`src/rtl/tx_session_scheduler.sv`:
```
// tx_session_scheduler: issues TX metadata per session, retries on no-space, and grants or kills one packet per decision
module tx_session_scheduler #(
  parameter int PKT_LEN        = 64,
  parameter int GRANT_DEPTH    = 8,
  parameter int RETRY_MAX      = 4,
  parameter int BACKOFF_CYCLES = 256
) (
  input  logic         aclk,
  input  logic         aresetn,
  input  logic         s_axis_meta_TVALID,
  output logic         s_axis_meta_TREADY,
  input  logic [63:0]  s_axis_meta_TDATA,
  output logic         m_axis_tx_metadata_TVALID,
  input  logic         m_axis_tx_metadata_TREADY,
  output logic [31:0]  m_axis_tx_metadata_TDATA,
  input  logic         s_axis_tx_status_TVALID,
  output logic         s_axis_tx_status_TREADY,
  input  logic [63:0]  s_axis_tx_status_TDATA,
  input  logic         s_axis_data_TVALID,
  output logic         s_axis_data_TREADY,
  input  logic [511:0] s_axis_data_TDATA,
  input  logic         s_axis_data_TLAST,
  output logic         m_axis_tx_data_TVALID,
  input  logic         m_axis_tx_data_TREADY,
  output logic [511:0] m_axis_tx_data_TDATA,
  output logic [63:0]  m_axis_tx_data_TKEEP,
  output logic         m_axis_tx_data_TLAST,
  output logic [7:0]   grant_count,
  output logic [15:0]  drop_count
);
  localparam int PW = $clog2(GRANT_DEPTH);
  localparam int CW = $clog2(GRANT_DEPTH + 1);
  localparam int RW = $clog2(RETRY_MAX + 1);
  localparam int BW = $clog2(BACKOFF_CYCLES + 1);
  typedef enum logic [1:0] {IDLE, SEND, WAIT, BACKOFF} state_t;
  state_t           r_state;
  logic [RW-1:0]    r_retry;
  logic [BW-1:0]    r_bo;
  logic             r_md_valid;
  logic [31:0]      r_md_data;
  logic [GRANT_DEPTH-1:0] r_q;
  logic [PW-1:0]    r_wp, r_rp;
  logic [CW-1:0]    r_cnt;
  logic [15:0]      r_drop;
  logic [1:0]       w_code;
  logic             w_full, w_empty, w_pass, w_status, w_retry, w_push, w_kill, w_pop;
  logic             w_unused;
  assign w_unused = ^{s_axis_meta_TDATA[63:16], s_axis_tx_status_TDATA[61:0]};
  assign w_code   = s_axis_tx_status_TDATA[63:62];
  assign w_full   = r_cnt == CW'(GRANT_DEPTH);
  assign w_empty  = r_cnt == '0;
  assign w_pass   = r_q[r_rp];
  assign w_status = (r_state == WAIT) && s_axis_tx_status_TVALID;
  assign w_retry  = w_status && (w_code == 2'd2) && (r_retry < RW'(RETRY_MAX));
  assign w_push   = w_status && !w_retry;
  assign w_kill   = w_push && (w_code != 2'd0);
  assign w_pop    = s_axis_data_TVALID && s_axis_data_TREADY && s_axis_data_TLAST;
  assign s_axis_meta_TREADY        = (r_state == IDLE) && !w_full;
  assign s_axis_tx_status_TREADY   = 1'b1;
  assign m_axis_tx_metadata_TVALID = r_md_valid;
  assign m_axis_tx_metadata_TDATA  = r_md_data;
  assign m_axis_tx_data_TVALID     = !w_empty && w_pass && s_axis_data_TVALID;
  assign s_axis_data_TREADY        = !w_empty && (w_pass ? m_axis_tx_data_TREADY : 1'b1);
  assign m_axis_tx_data_TDATA      = s_axis_data_TDATA;
  assign m_axis_tx_data_TLAST      = s_axis_data_TLAST;
  assign m_axis_tx_data_TKEEP      = '1;
  assign grant_count               = 8'(r_cnt);
  assign drop_count                = r_drop;
  // Session sequencer: accept meta, request, await status, back off between no-space retries
  always_ff @(posedge aclk or negedge aresetn)
    if (!aresetn) begin
      r_state    <= IDLE;
      r_retry    <= '0;
      r_bo       <= '0;
      r_md_valid <= 1'b0;
      r_md_data  <= '0;
    end else begin
      case (r_state)
        IDLE: if (s_axis_meta_TVALID && !w_full) begin
          r_md_data  <= {16'(PKT_LEN), s_axis_meta_TDATA[15:0]};
          r_md_valid <= 1'b1;
          r_retry    <= RW'(1);
          r_state    <= SEND;
        end
        SEND: if (m_axis_tx_metadata_TREADY) begin
          r_md_valid <= 1'b0;
          r_state    <= WAIT;
        end
        WAIT: if (s_axis_tx_status_TVALID) begin
          r_bo    <= '0;
          r_retry <= w_retry ? r_retry + 1'b1 : r_retry;
          r_state <= w_retry ? BACKOFF : IDLE;
        end
        BACKOFF: if (r_bo == BW'(BACKOFF_CYCLES)) begin
          r_md_valid <= 1'b1;
          r_state    <= SEND;
        end else begin
          r_bo <= r_bo + 1'b1;
        end
      endcase
    end
  // Grant queue: one PASS/KILL bit per session, popped on the accepted TLAST beat
  always_ff @(posedge aclk or negedge aresetn)
    if (!aresetn) begin
      r_q   <= '0;
      r_wp  <= '0;
      r_rp  <= '0;
      r_cnt <= '0;
    end else begin
      if (w_push) begin
        r_q[r_wp] <= ~w_kill;
        r_wp      <= r_wp + 1'b1;
      end
      if (w_pop) r_rp <= r_rp + 1'b1;
      r_cnt <= r_cnt + CW'(w_push) - CW'(w_pop);
    end
  // Saturating count of killed packets
  always_ff @(posedge aclk or negedge aresetn)
    if (!aresetn) r_drop <= '0;
    else if (w_kill && r_drop != 16'hFFFF) r_drop <= r_drop + 1'b1;
endmodule

```
`config.mk`:
```
export PLATFORM = sky130hd
export DESIGN_NAME = tx_session_scheduler
export DESIGN_NICKNAME = d
export VERILOG_FILES = /design/src/rtl/tx_session_scheduler.sv
export SDC_FILE = /design/constraint.sdc
export NUM_CORES = 1
export LEC_CHECK = 0
export ABC_AREA = 1
export ABC_CLOCK_PERIOD_IN_PS = 6000
export CAP_MARGIN = 25
export CORE_AREA = 5 5 501 503
export DETAILED_ROUTE_END_ITERATION = 10
export DIE_AREA = 0 0 506 508
export PLACE_DENSITY_LB_ADDON = 0.15
export SLEW_MARGIN = 20
export SYNTH_ARGS = -nofsm -noshare
export SYNTH_HDL_FRONTEND = slang
export SYNTH_SLANG_ARGS = --single-unit
```
`constraint.sdc`:
```
create_clock -name aclk -period 6 [get_ports aclk]
set_clock_uncertainty 0.1 [all_clocks]
set_input_delay 1.5 -clock aclk [delete_from_list [all_inputs] [get_ports aclk]]
set_output_delay 1.5 -clock aclk [all_outputs]
set_load 0.1 [all_outputs]
```
* Word-level counts from Yosys, hierarchy flattened *
Cells that the tools add are included.

storage, ports and cells
  register bits after elaboration = 66
  input port bits = 648
  output and inout port bits = 638
  word-level logic and storage cells = 86

operators by class
  add/sub/neg operators = 7
  magnitude comparators = 4
  equality and inequality tests = 13
  mux-type cells = 23
  bitwise operators = 1
  reduce and logical (&&, ||, !) cells = 28

operator list
  kind                                                                  count
  9-bit two-way mux                                                     2
  9-bit case mux with 2 select lines                                    1
  16-bit by 1-bit adder with 16-bit output, second input constant       1
  16-bit inequality test, second input constant                         1
  1-bit logical AND                                                     14
  4-bit AND reduction                                                   3
  2-bit two-way mux                                                     5
  2-bit inequality test, second input constant                          5
  3-bit by 1-bit adder with 3-bit output, second input constant         3
  9-bit by 1-bit adder with 9-bit output, second input constant         1
  9-bit equality test, second input constant                            1
  3-bit two-way mux                                                     3
  8-bit bitwise mux                                                     1
  3-bit by 4-bit < comparator with 1-bit output, second input constant  2
  2-bit case mux with 4 select lines                                    1
  2-bit equality test, second input constant                            3
  1-bit two-way mux                                                     6
  3-bit case mux with 2 select lines                                    1
  2-bit nonzero test                                                    3
  4-bit by 1-bit adder with 4-bit output                                1
  4-bit equality test, second input constant                            1
  4-bit zero test                                                       1
  4-bit by 1-bit subtractor with 4-bit output                           1
  1-bit binary-select mux with 3-bit select                             1
  other kinds (12)                                                      14

* Logic depth before layout (Yosys ltp) *
Gate-level depths: netlist (run 1).

  word-level depth = 9
  mapped depth = 13
  gate-level depth less buffers = 13

* Least setup slack after synthesis (run 1) *
No wires, ideal clock.

  path type = input -> output
  start point = input port s_axis_data_TVALID
  end point = output port m_axis_tx_data_TVALID
  arrival time = 2822 ps
  data required time = 4400 ps
  path slack = 1578 ps
  stages = 2
  buffers on the path = 0
  path through = nand2_1 nor2_1

between the ends
  cells in the longest elaborated chain, start to end = 1

ends and longest elaborated chain
  what               line  text
  from (decl)        19    input logic s_axis_data_TVALID,
  1-bit logical AND  62    assign m_axis_tx_data_TVALID = !w_empty && w_pass && s_axis_data_TVALID;
  to (decl)          23    output logic m_axis_tx_data_TVALID,

No other way between the ends.

* Final worst setup path (run 1) *
Same ends and word-level chain as after synthesis.

==> metrics.txt, run 1 <==
Post-Route Utilization 3.656%; initial antenna violation count 3; largest net degree at the start of global routing 36; CTS tree built; CTS Buf Count 9; Post-Synth Adder-Cell Area 2.688%; gpl congestion 0.6221; post-detailed-route count of antenna-violating nets 0; die width 506 um; endpoints failing hold 0; ANT cells 0; floorplan core area 245500 um2; vias in the first global route 4717; Internal 1.318 mW; Synth Instances 1079; Worst-Skew Late Latency 0.41 ns; headroom to the max-slew limit 26.76%; IO buf count 67; Setup Crit Path Kind in -> out; row cnt 182; Worst Path Required 4.40 ns; Longest Clk Path Bufs 2; crit path time final 4.564 ns; sequential area share after synthesis 20.16%; 1st-pass router iterations 4; Post-synth EDFFs 0; Highest Clock Rate 219.1 MHz; register share of total power 22.2%; post-DP HPWL 74.92 mm; Critical Path Source Type input port; Crit Path Max Fanout 2; library cells used by synthesis 33; Setup TNS 0 ns; max cap viols 0; # placed instances 3847; GR Overflow Total 0; Root Buffer clkbuf_16; syn_area_per_cell 7.592 um2; clock power share 21.0%; status complete, no violations; Leakage 2.654 nW; top-level port count 1286; WL/cell 21.21 um; most common cell after layout, fill and taps aside nand2_1; global-route wire length before repair 92.03 mm; area occupied by multi-input gates 2098 um2; Sw Pwr 1.896 mW; DRT iter0 DRCs 113; mux cell area share after synthesis 0%; pre-CTS setup slack 1.316 ns; clk slew on worst S/H paths 0.06 ns; Hold-fix buffers, CTS 0; Setup crit end kind output pin; GRT Total Usage 6.072%; Synth warnings 0; Mapped Area 8192 um2; PostCTS Resize Cnt 0; ratio of cells with drive above 1 in the final layout 8.243%; Vias per Instance 1.149; Synth async-reset ratio 100.0%; Crit path arrival time 2.96 ns; setup slack after layout 1.436 ns; Final #Nets 1303; worst-margin pin slew 1.095 ns; final WL 81.94 mm; Area Overhead vs Synth 9.562%; Die H 508 um; H-tree Lvls 3; Comb pwr share 56.9%; switching share of power 58.99%; compound-cell area share of the yosys netlist 1.848%; flop and latch count out of synthesis 66; Die Area 257000 um2; simple logic cell fraction of the synthesized area 15.09%; Synth Flop Type dfrtp_1; RSZ-0062 raised after global routing false; vias post-DR 4438; fillers 29277; final instance count without filler cells 3863; Register Area 1652 um2; Initial Util 3.337%; power per cell area 358.1 nW/um2; largest family of logic cells by synthesized area buffers and inverters; Max Slew Vio Count 0; DR DRC count 0; fin crit share 76.07%; TritonCTS Sinks 66; worst IR drop on VDD 0.0002113 V; most frequent cells in the layout nand2_1 (173), conb_1 (84), dfrtp_1 (66), inv_1 (55), nand3_1 (51); Setup-failing EPs final 0; post-CTS setup buffer count 0; Hold Crit Class reg -> reg; Synth Area in XOR/XNOR 2.138%; placed cell areas 8646 um2; post-route cell area 8975 um2
registers in the layout (all words and copies together), names as in the netlist:
name,flops
m_axis_tx_metadata_TDATA,17
drop_count,16
r_bo,9
r_q,8
r_cnt,4
r_retry,3
r_rp,3
r_wp,3
r_state,2
m_axis_tx_metadata_TVALID,1
power groups by stage:
stage	sequential (mW)	clock [mW]	combinational [mW]
after global placement	0.726	0	1.92
after floorplan	1.27	0	2.41
final	0.712	0.675	1.83
after detailed placement	0.726	0	1.91
after global routing	0.736	0.747	1.97
after CTS	0.719	0.753	1.91
layer usage:
metal / global-route usage, % / share of wire (%) / up-vias
met3: 9.926 / 35 / 326
met1: 2.501 / 14 / 1708
li1: - / - / 1737
met5: 1.815 / 0.82 / -
met2: 8.601 / 40 / 661
met4: 4.950 / 9.2 / 6
worst paths after layout:
check	from	end	slack, ns	depth (start not counted)
setup reg to reg	r_cnt[2]	r_cnt[2]	3.29	13
max in group asynchronous	aresetn	r_q[1]	3.77	2
setup / recovery	s_axis_data_TVALID	m_axis_tx_data_TVALID	1.44	4
min in group asynchronous	aresetn	m_axis_tx_metadata_TDATA[12]	0.98	1
hold reg to reg	m_axis_tx_metadata_TDATA[7]	m_axis_tx_metadata_TDATA[7]	0.37	2
hold / removal	m_axis_tx_metadata_TDATA[7]	m_axis_tx_metadata_TDATA[7]	0.37	2
cell usage after synthesis (all sizes together), types with 2 or more instances:
master  number  area, um2
buf        602       4518
clkbuf       2      7.510
conb         2      7.510
dfrtp       66       1652
ha          16      200.2
inv         58      220.2
nand2      179      701.9
nand3       54      285.3
nand4        6      37.54
nor2        39      170.2
nor3         4      20.02
o21ai       22      110.1
xnor2        9      78.83
xor2        11      96.34
final cells by class:
type                       instances  share of cell area, %
timing repair buffer              70                  7.166
clock inverter                     6                  1.004
tap                             3220                  44.89
inverter                          59                  2.495
clock buffer                      10                  2.663
multi-input combinational        432                  23.38
sequential                        66                  18.40
per-stage QoR:
step	hold WS, ns	power, mW
CTS	0.3743	3.382
global route	0.4020	3.451
global placement	0.3656	2.645
floorplan	0.3461	3.677
finish	0.3733	3.214
detailed placement	0.3581	2.632
critical path, cell delays in order:
cell and delay [ns]:
clkdlybuf4s50_1 0.47, nand2_1 0.08, nor2_1 0.50, buf_4 0.40
kinds of logic after synthesis:
kind of cell             after synthesis
buffers and inverters                663
AND/OR/NAND/NOR                      285
flip-flops                            66
AO/OA/AOI/OAI                         26
XOR/XNOR                              20
adder cells (fa/ha/maj)               17
other                                  2
(Power assumes the default switching activity.)
==> run 2, diff against run 1 <==
- ABC_CLOCK_PERIOD_IN_PS: 6000 -> 4700
- CORE_AREA: 5 5 501 503 -> 5 5 492 494
- DIE_AREA: 0 0 506 508 -> 0 0 497 499
- clock period: 6 -> 4.7 ns (I/O delays scaled with it)
==> metrics.txt, run 2 (synthesis gave the netlist of run 1 again) <==
status complete, no violations; CTS tree built; post-CTS setup buffer count 0 (unchanged); Worst Path Required 3.42 ns (-0.98 ns); ratio of cells with drive above 1 in the final layout 9.119% (+0.88 points); CP max stage cell clkdlybuf4s50_1; Register Area 1652 um2 (unchanged); Final #Nets 1307 (+0.31%); Top delay family on crit path buffers and inverters; H-tree Lvls 3 (unchanged); gpl congestion 0.6172 (-0.79%); Largest register FFs 17 (unchanged); crit path time final 3.644 ns; initial antenna violation count 16 (+13); largest net degree at the start of global routing 28 (-22%); RSZ-0062 raised after global routing false; vias post-DR 4504 (+1.5%); WL met3 28.15 mm (-3.0%); setup slack after layout 1.056 ns (-0.3795 ns); floorplan core area 237000 um2 (-3.5%); fin crit share 77.53%; Root Buffer clkbuf_16; Die H 499 um (-1.8%); Critical Path Source Type input port; DR DRC count 0 (unchanged); Highest Clock Rate 274.4 MHz; post-detailed-route count of antenna-violating nets 0 (unchanged); Worst Hold Depth 2 (unchanged); worst IR drop on VDD 0.0002605 V (+23%); Setup TNS 0 ns (unchanged); cell count along the critical path 6 (+2); Crit path arrival time 2.37 ns (-0.59 ns); worst path buffer plus inverter count 4 (+2); M1 WL 11.21 mm (-4.7%); PostCTS Resize Cnt 0 (unchanged); final WL 81.15 mm (-0.97%); top-level port count 1286 (unchanged); placed cell areas 8687 um2 (+0.48%); pre-CTS setup slack 0.9449 ns (-0.3713 ns); worst-margin pin slew 1.071 ns (-0.02430 ns); most common cell after layout, fill and taps aside nand2_1; headroom to the max-slew limit 28.38% (+1.6 points); Vias per Instance 1.179 (+2.7%); Reg2Reg Depth 13 (unchanged); Setup Crit Path Kind in -> out; Leakage 2.676 nW (+0.85%); DRT iter0 DRCs 81 (-28%); Die Area 248000 um2 (-3.5%); CTS Buf Count 9 (unchanged); Critical Path Max Stage Delay 0.46 ns (-0.04 ns); IO buf count 67 (unchanged); Hold Crit Class reg -> reg; 1st-pass router iterations 4 (unchanged); fillers 28348 (-3.2%); area occupied by multi-input gates 2098 um2 (unchanged); row cnt 179 (-1.6%); endpoints failing hold 0 (unchanged); Max Slew Vio Count 0 (unchanged); post-route cell area 8972 um2 (about the same); Top cell by count, worst path inv_1; met2 wire len 36.71 mm (+11%); Hold-fix buffers, CTS 0 (unchanged); Setup crit end kind output pin; GRT Total Usage 6.236% (+0.16 points); global-route wire length before repair 92.26 mm (+0.25%); max cap viols 0 (unchanged); uppermost routed layer met5; GR Overflow Total 0 (unchanged); WL/cell 21.25 um (+0.17%); Initial Util 3.457% (+0.12 points); Longest Clk Path Bufs 2 (unchanged); Setup-failing EPs final 0 (unchanged); Worst-Skew Late Latency 0.38 ns (-0.03 ns); Crit Path Max Fanout 5 (+3); vias in the first global route 4748 (+0.66%); TritonCTS Sinks 66 (unchanged); die width 497 um (-1.8%); Area Overhead vs Synth 9.531% (about the same); post-DP HPWL 75.69 mm (+1.0%); most frequent cells in the layout nand2_1 (173), conb_1 (84), dfrtp_1 (66), inv_1 (55), nand3_1 (51); power per cell area 444.0 nW/um2 (+24%); clk slew on worst S/H paths 0.06 ns (about the same); Cell Chain, Critical Path clkdlybuf4s50_1, inv_1, nand3_2, nand2_1, inv_1, buf_12
## run 2: cell types whose count changed in the layout (fill, tap and decap cells not counted), moves of 2 or more
cell             change
buf_12               +2
clkbuf_1             +2
buf_4                +4
bufinv_16            -2
clkdlybuf4s50_1      -4
buf_16               +3
diode_2              +5
clkinvlp_4           +2
## run 2: final timing paths
path	slack (ns)	endpoint	startpoint
setup reg to reg	2.09	r_cnt[2]	r_cnt[2]
setup / recovery	1.06	s_axis_data_TREADY	m_axis_tx_data_TREADY
min in group asynchronous	0.64	drop_count[8]	aresetn
hold reg to reg	0.37	m_axis_tx_metadata_TDATA[7]	m_axis_tx_metadata_TDATA[7]
hold / removal	0.37	m_axis_tx_metadata_TDATA[7]	m_axis_tx_metadata_TDATA[7]
max in group asynchronous	3.05	r_q[6]	aresetn
## run 2: cell type report
| type | count | share of cell area, % |
|---|---|---|
| tap | 3167 | 44.16 |
| inverter | 59 | 2.496 |
| clock inverter | 5 | 0.4462 |
| antenna | 5 | 0.1395 |
| clock buffer | 11 | 2.594 |
| sequential | 66 | 18.41 |
| timing repair buffer | 74 | 8.367 |
| multi-input combinational | 432 | 23.39 |
## run 2: stage by stage
stage | utilization, % | cells | hold slack, ns | power (mW)
after floorplan | - | 1161 | 0.3461 | 4.694
after global placement | 3.631 | 3795 | 0.3652 | 3.350
after detailed placement | 3.666 | 3798 | 0.3643 | 3.413
after CTS | 3.781 | 3814 | 0.3804 | 4.148
after global routing | 3.781 | 3814 | 0.3940 | 4.281
final | 3.787 | 3819 | 0.3729 | 3.984
## run 2: routing by layer
metal	vias to the layer above	GRT usage, %
li1	1758	-
met1	1717	2.504
met2	712	10.01
met3	301	9.968
met4	16	3.429
met5	-	0.3426
## run 2: tightest hold or removal path: stages (launching register included)
cell and delay, ns:
dfrtp_1 0.34, nand2_1 0.06, nand2_1 0.05
## run 2: where the power goes
part	total, mW	internal, mW	switching, mW
Clock	0.686	0.361	0.325
Combinational	2.39	0.539	1.85
Sequential	0.905	0.750	0.156
==> variant 1: new RTL, config.mk and constraints of run 2 <==
Set the parameter `RETRY_MAX` to 2 (it was 4).
--- a/src/rtl/tx_session_scheduler.sv
+++ b/src/rtl/tx_session_scheduler.sv
@@ -2,7 +2,7 @@
 module tx_session_scheduler #(
   parameter int PKT_LEN        = 64,
   parameter int GRANT_DEPTH    = 8,
-  parameter int RETRY_MAX      = 4,
+  parameter int RETRY_MAX      = 2,
   parameter int BACKOFF_CYCLES = 256
 ) (
   input  logic         aclk,
Check against the original RTL: same outputs for any inputs over 4 cycles, from zero or initial values and one cycle with aresetn low; that may be too few to reach the edited logic, so the function may still have changed.
==> variant 1 against run 2 <==
- synthesized cell count fell by 0.19%
- count of clock-buffer cells in the layout is the same
- sequential power hardly changed
- sequential share of layout area is 0.12 points lower
- core utilization about the same
- non-clock buffer count down 3
- setup slack got worse by 97 ps
- sequential cell count decreased by 1
- synthesized area about the same
- design area is 0.85% lower
- total power barely moved
- wire length decreased by 6.2%
- clock power increased by 3.4%
- highest routed layer unchanged
==> variant 1: results <==
export IMPL_clk_pin_slew_worst_paths_ps=70
export IMPL_wl_per_cell_um=20.0
export IMPL_seq_cell_count=65
export IMPL_grt_start_max_net_pins=29
export IMPL_routabilityCongestion=0.586
export IMPL_slowest_delay_ps=640
export IMPL_synthFlopType="dfrtp_1"
export IMPL_drtIter0Drc=186
export IMPL_core_rowCount=179
export IMPL_clk_latency_ps=390
export IMPL_async_reset_ff_frac=1.00
export IMPL_hold_class="flip-flop to flip-flop"
export IMPL_clock_area_frac=0.0305
export IMPL_vias=4463
export IMPL_firstDrtPassIters=4
export IMPL_layout_nonclk_buf_frac=0.0771
export IMPL_synth_area_top_cells="buf_4, dfrtp_1, nand2_1"
export IMPL_grt_pass1_vias=4698
export IMPL_max_freq_mhz=267
export IMPL_crit_fanout=5
export IMPL_cp_arrival_ps=2470
export IMPL_nonClockBufferCount=71
export IMPL_antenna_found_initial=6
export IMPL_status="complete, no violations"
export IMPL_nMultiInputCombCells=431
export IMPL_placed_area_um2=8620
export IMPL_synth_distinct_cells=39
export IMPL_vdd_ir_drop_max_mv=0.350
export IMPL_drive_above_1_share=0.0841
export IMPL_cts_buffer_depth=2
export IMPL_endpoint="s_axis_data_TREADY"
export IMPL_reg2reg_depth=13
export IMPL_grt_pass1_wl_mm=86.3
export IMPL_final_nets=1301
export IMPL_multi_input_area_share=0.238
export IMPL_yosysSeqAreaShare=0.199
export IMPL_yosysWarnings=0
export IMPL_multi_input_area_um2=2120
export IMPL_fillers=28432
export IMPL_cts_root_buffer="clkbuf_16"
export IMPL_place_ws_ps=889
export IMPL_relSlewSlack=0.307
export IMPL_antenna_cells=3
export IMPL_synth_commonest_cells="buf_4, nand2_1, dfrtp_1, inv_1, nand3_1"
export IMPL_p_leak_nw=2.61
export IMPL_grtUsageTotal=0.0586
export IMPL_seq_share=0.183
export IMPL_crit_path_start="m_axis_tx_data_TREADY"
export IMPL_r2r_end="r_cnt[2]"
export IMPL_inv_count=59
export IMPL_cts_max_level=3
export IMPL_dp_hpwl_mm=70.3
variant 1: metal layers:
layer  vias up  global-route usage  part of all wire
met2       717              0.0937              0.45
met1      1731              0.0190              0.11
li1       1739                   -                 -
met5         -             0.00457            0.0021
met3       272              0.0949              0.35
met4         4              0.0433             0.083
variant 1: metrics by stage:
step / cells / hold slack, ps
after CTS: 3809 / 377
final: 3812 / 370
after floorplan: 1159 / 346
after global placement: 3793 / 362
after detailed placement: 3793 / 355
after global routing: 3809 / 407
variant 1: report_power, final:
part	internal (mW)	switching, mW
clock network	0.362	0.347
logic	0.499	1.87
registers	0.741	0.164
total	1.60	2.38
variant 1: kinds of logic (layout without fill, tap and decap cells):
group	after synthesis	count (layout)	share of synthesized area
XOR/XNOR	20	20	0.0214
AND/OR/NAND/NOR	280	280	0.150
adder cells (fa/ha/maj)	16	16	0.0254
buffers and inverters	663	146	0.580
other	2	87	0.000917
flip-flops	65	65	0.199
AO/OA/AOI/OAI	31	31	0.0228
variant 1: worst min-delay path by stage:
stage | startpoint | end | slack (ps) | depth (start not counted)
floorplan | r_q[5] | r_q[5] | 350 | 2
global placement | m_axis_tx_metadata_TDATA[13] | m_axis_tx_metadata_TDATA[13] | 360 | 2
detailed placement | m_axis_tx_metadata_TDATA[22] | m_axis_tx_metadata_TDATA[22] | 350 | 2
CTS | m_axis_tx_metadata_TDATA[1] | m_axis_tx_metadata_TDATA[1] | 380 | 2
global route | m_axis_tx_metadata_TDATA[5] | m_axis_tx_metadata_TDATA[5] | 410 | 2
finish | m_axis_tx_metadata_TDATA[22] | m_axis_tx_metadata_TDATA[22] | 370 | 2
variant 1: worst max-delay path, delay by kind of cell:
family	cells	cell delay, ps
buf+inv	4	1040
simple gates	2	230
==> variant 2: new RTL, flow settings as in run 2 <==
Without the edit above. Encoding of `state_t`: now one-hot (4 bits for 4 states).
--- a/src/rtl/tx_session_scheduler.sv
+++ b/src/rtl/tx_session_scheduler.sv
@@ -32,7 +32,7 @@
   localparam int CW = $clog2(GRANT_DEPTH + 1);
   localparam int RW = $clog2(RETRY_MAX + 1);
   localparam int BW = $clog2(BACKOFF_CYCLES + 1);
-  typedef enum logic [1:0] {IDLE, SEND, WAIT, BACKOFF} state_t;
+  typedef enum logic [3:0] {IDLE = 4'b0001, SEND = 4'b0010, WAIT = 4'b0100, BACKOFF = 4'b1000} state_t;
   state_t           r_state;
   logic [RW-1:0]    r_retry;
   logic [BW-1:0]    r_bo;
Formal check against the unedited RTL: no difference found for any inputs over 4 cycles, from zero or initial values and one cycle with aresetn low; so few cycles prove little.
==> variant 2 against run 2 <==
- setup slack lost 230 ps
- design area rose by 1.8%
- synthesized area rose by 0.49%
- count of clock-buffer cells in the layout is 1 lower
- sequential share of layout area rose by 0.24 points
- sequential power rose by 20%
- wire length up 2.5%
- total power grew 21%
- sequential cell count rose by 2
==> variant 2: results <==
export IMPL_grt_pass1_vias=4693
export IMPL_grt_pass1_wl_mm=94.0
export IMPL_vdd_ir_drop_max_mv=0.283
export IMPL_placed_area_um2=8850
export IMPL_wl_per_cell_um=21.7
export IMPL_relSlewSlack=0.339
export IMPL_synth_top_cell_area_share=0.544
export IMPL_placed_cells=3805
export IMPL_fillers=28314
export IMPL_synthCells=1081
export IMPL_grtUsageTotal=0.0642
export IMPL_grt_start_max_net_pins=45
export IMPL_final_nets=1310
export IMPL_fin_util=0.0385
export IMPL_yosysWarnings=0
export IMPL_dp_hpwl_mm=77.0
export IMPL_muxShareOfSynthArea=0
export IMPL_synth_area_top_cells="buf_4, dfrtp_1, nand2_1"
export IMPL_synth_distinct_cells=32
export IMPL_cp_arrival_ps=2590
export IMPL_synth_xor_area_frac=0.0160
export IMPL_clk_latency_ps=410
export IMPL_p_leak_nw=2.73
export IMPL_antenna_found_initial=10
export IMPL_status="complete, no violations"
export IMPL_place_ws_ps=749
export IMPL_routabilityCongestion=0.636
export IMPL_vias=4580
export IMPL_synth_commonest_cells="buf_4, nand2_1, dfrtp_1, inv_1, nand3_1"
export IMPL_wirelength_mm=83.1
export IMPL_synth_compound_area_frac=0.0296
==> variant 2: cell count changes after synthesis, moves of 4 or more <==
cell	before	now
o21ai_0	22	16
nor2_1	37	41
o21ai_2	0	11
xnor2_1	9	4
a21oi_1	1	7
inv_2	2	7
ha_1	16	12
nand2_1	173	155
==> variant 2: metal layers <==
layer / share of wire / routed length (µm) / track usage / vias up
met2: 0.44 / 36600 / 0.0982 / 733
met4: 0.068 / 5680 / 0.0432 / 12
met5: 0.0016 / 137 / 0.00247 / -
met1: 0.14 / 11300 / 0.0245 / 1808
li1: - / - / - / 1781
met3: 0.35 / 29500 / 0.107 / 246
==> variant 2: path summary, 6_finish.rpt <==
path	start	end	slack, ps	cells past startpoint
setup / recovery	m_axis_tx_data_TREADY	s_axis_data_TREADY	830	6
min in group asynchronous	aresetn	r_cnt[1]	740	1
max in group asynchronous	aresetn	drop_count[3]	3040	2
setup reg to reg	r_cnt[2]	m_axis_tx_metadata_TDATA[10]	1850	8
hold / removal	m_axis_tx_metadata_TDATA[22]	m_axis_tx_metadata_TDATA[22]	370	2
hold reg to reg	m_axis_tx_metadata_TDATA[22]	m_axis_tx_metadata_TDATA[22]	370	2
==> variant 2: layout make-up <==
type                       instances  share of cell area
sequential                        68               0.186
clock inverter                     6             0.00425
tap                             3167               0.434
antenna                            3            0.000822
multi-input combinational        428               0.227
inverter                          64              0.0263
timing repair buffer              78              0.0951
clock buffer                      10              0.0262
==> variant 2: worst max-delay path: stages <==
cell and delay [ps]:
clkdlybuf4s50_1 460, inv_1 50, nand3_1 180, nand2_1 290
inv_1 130, buf_4 300
==> variant 2: where the power goes <==
part	switching, mW	leakage [nW]	total [mW]	internal, mW
clock	0.370	0.135	0.742	0.372
sequential	0.258	0.840	1.09	0.836
combinational	2.29	1.75	2.98	0.688
total	2.92	2.73	4.82	1.90
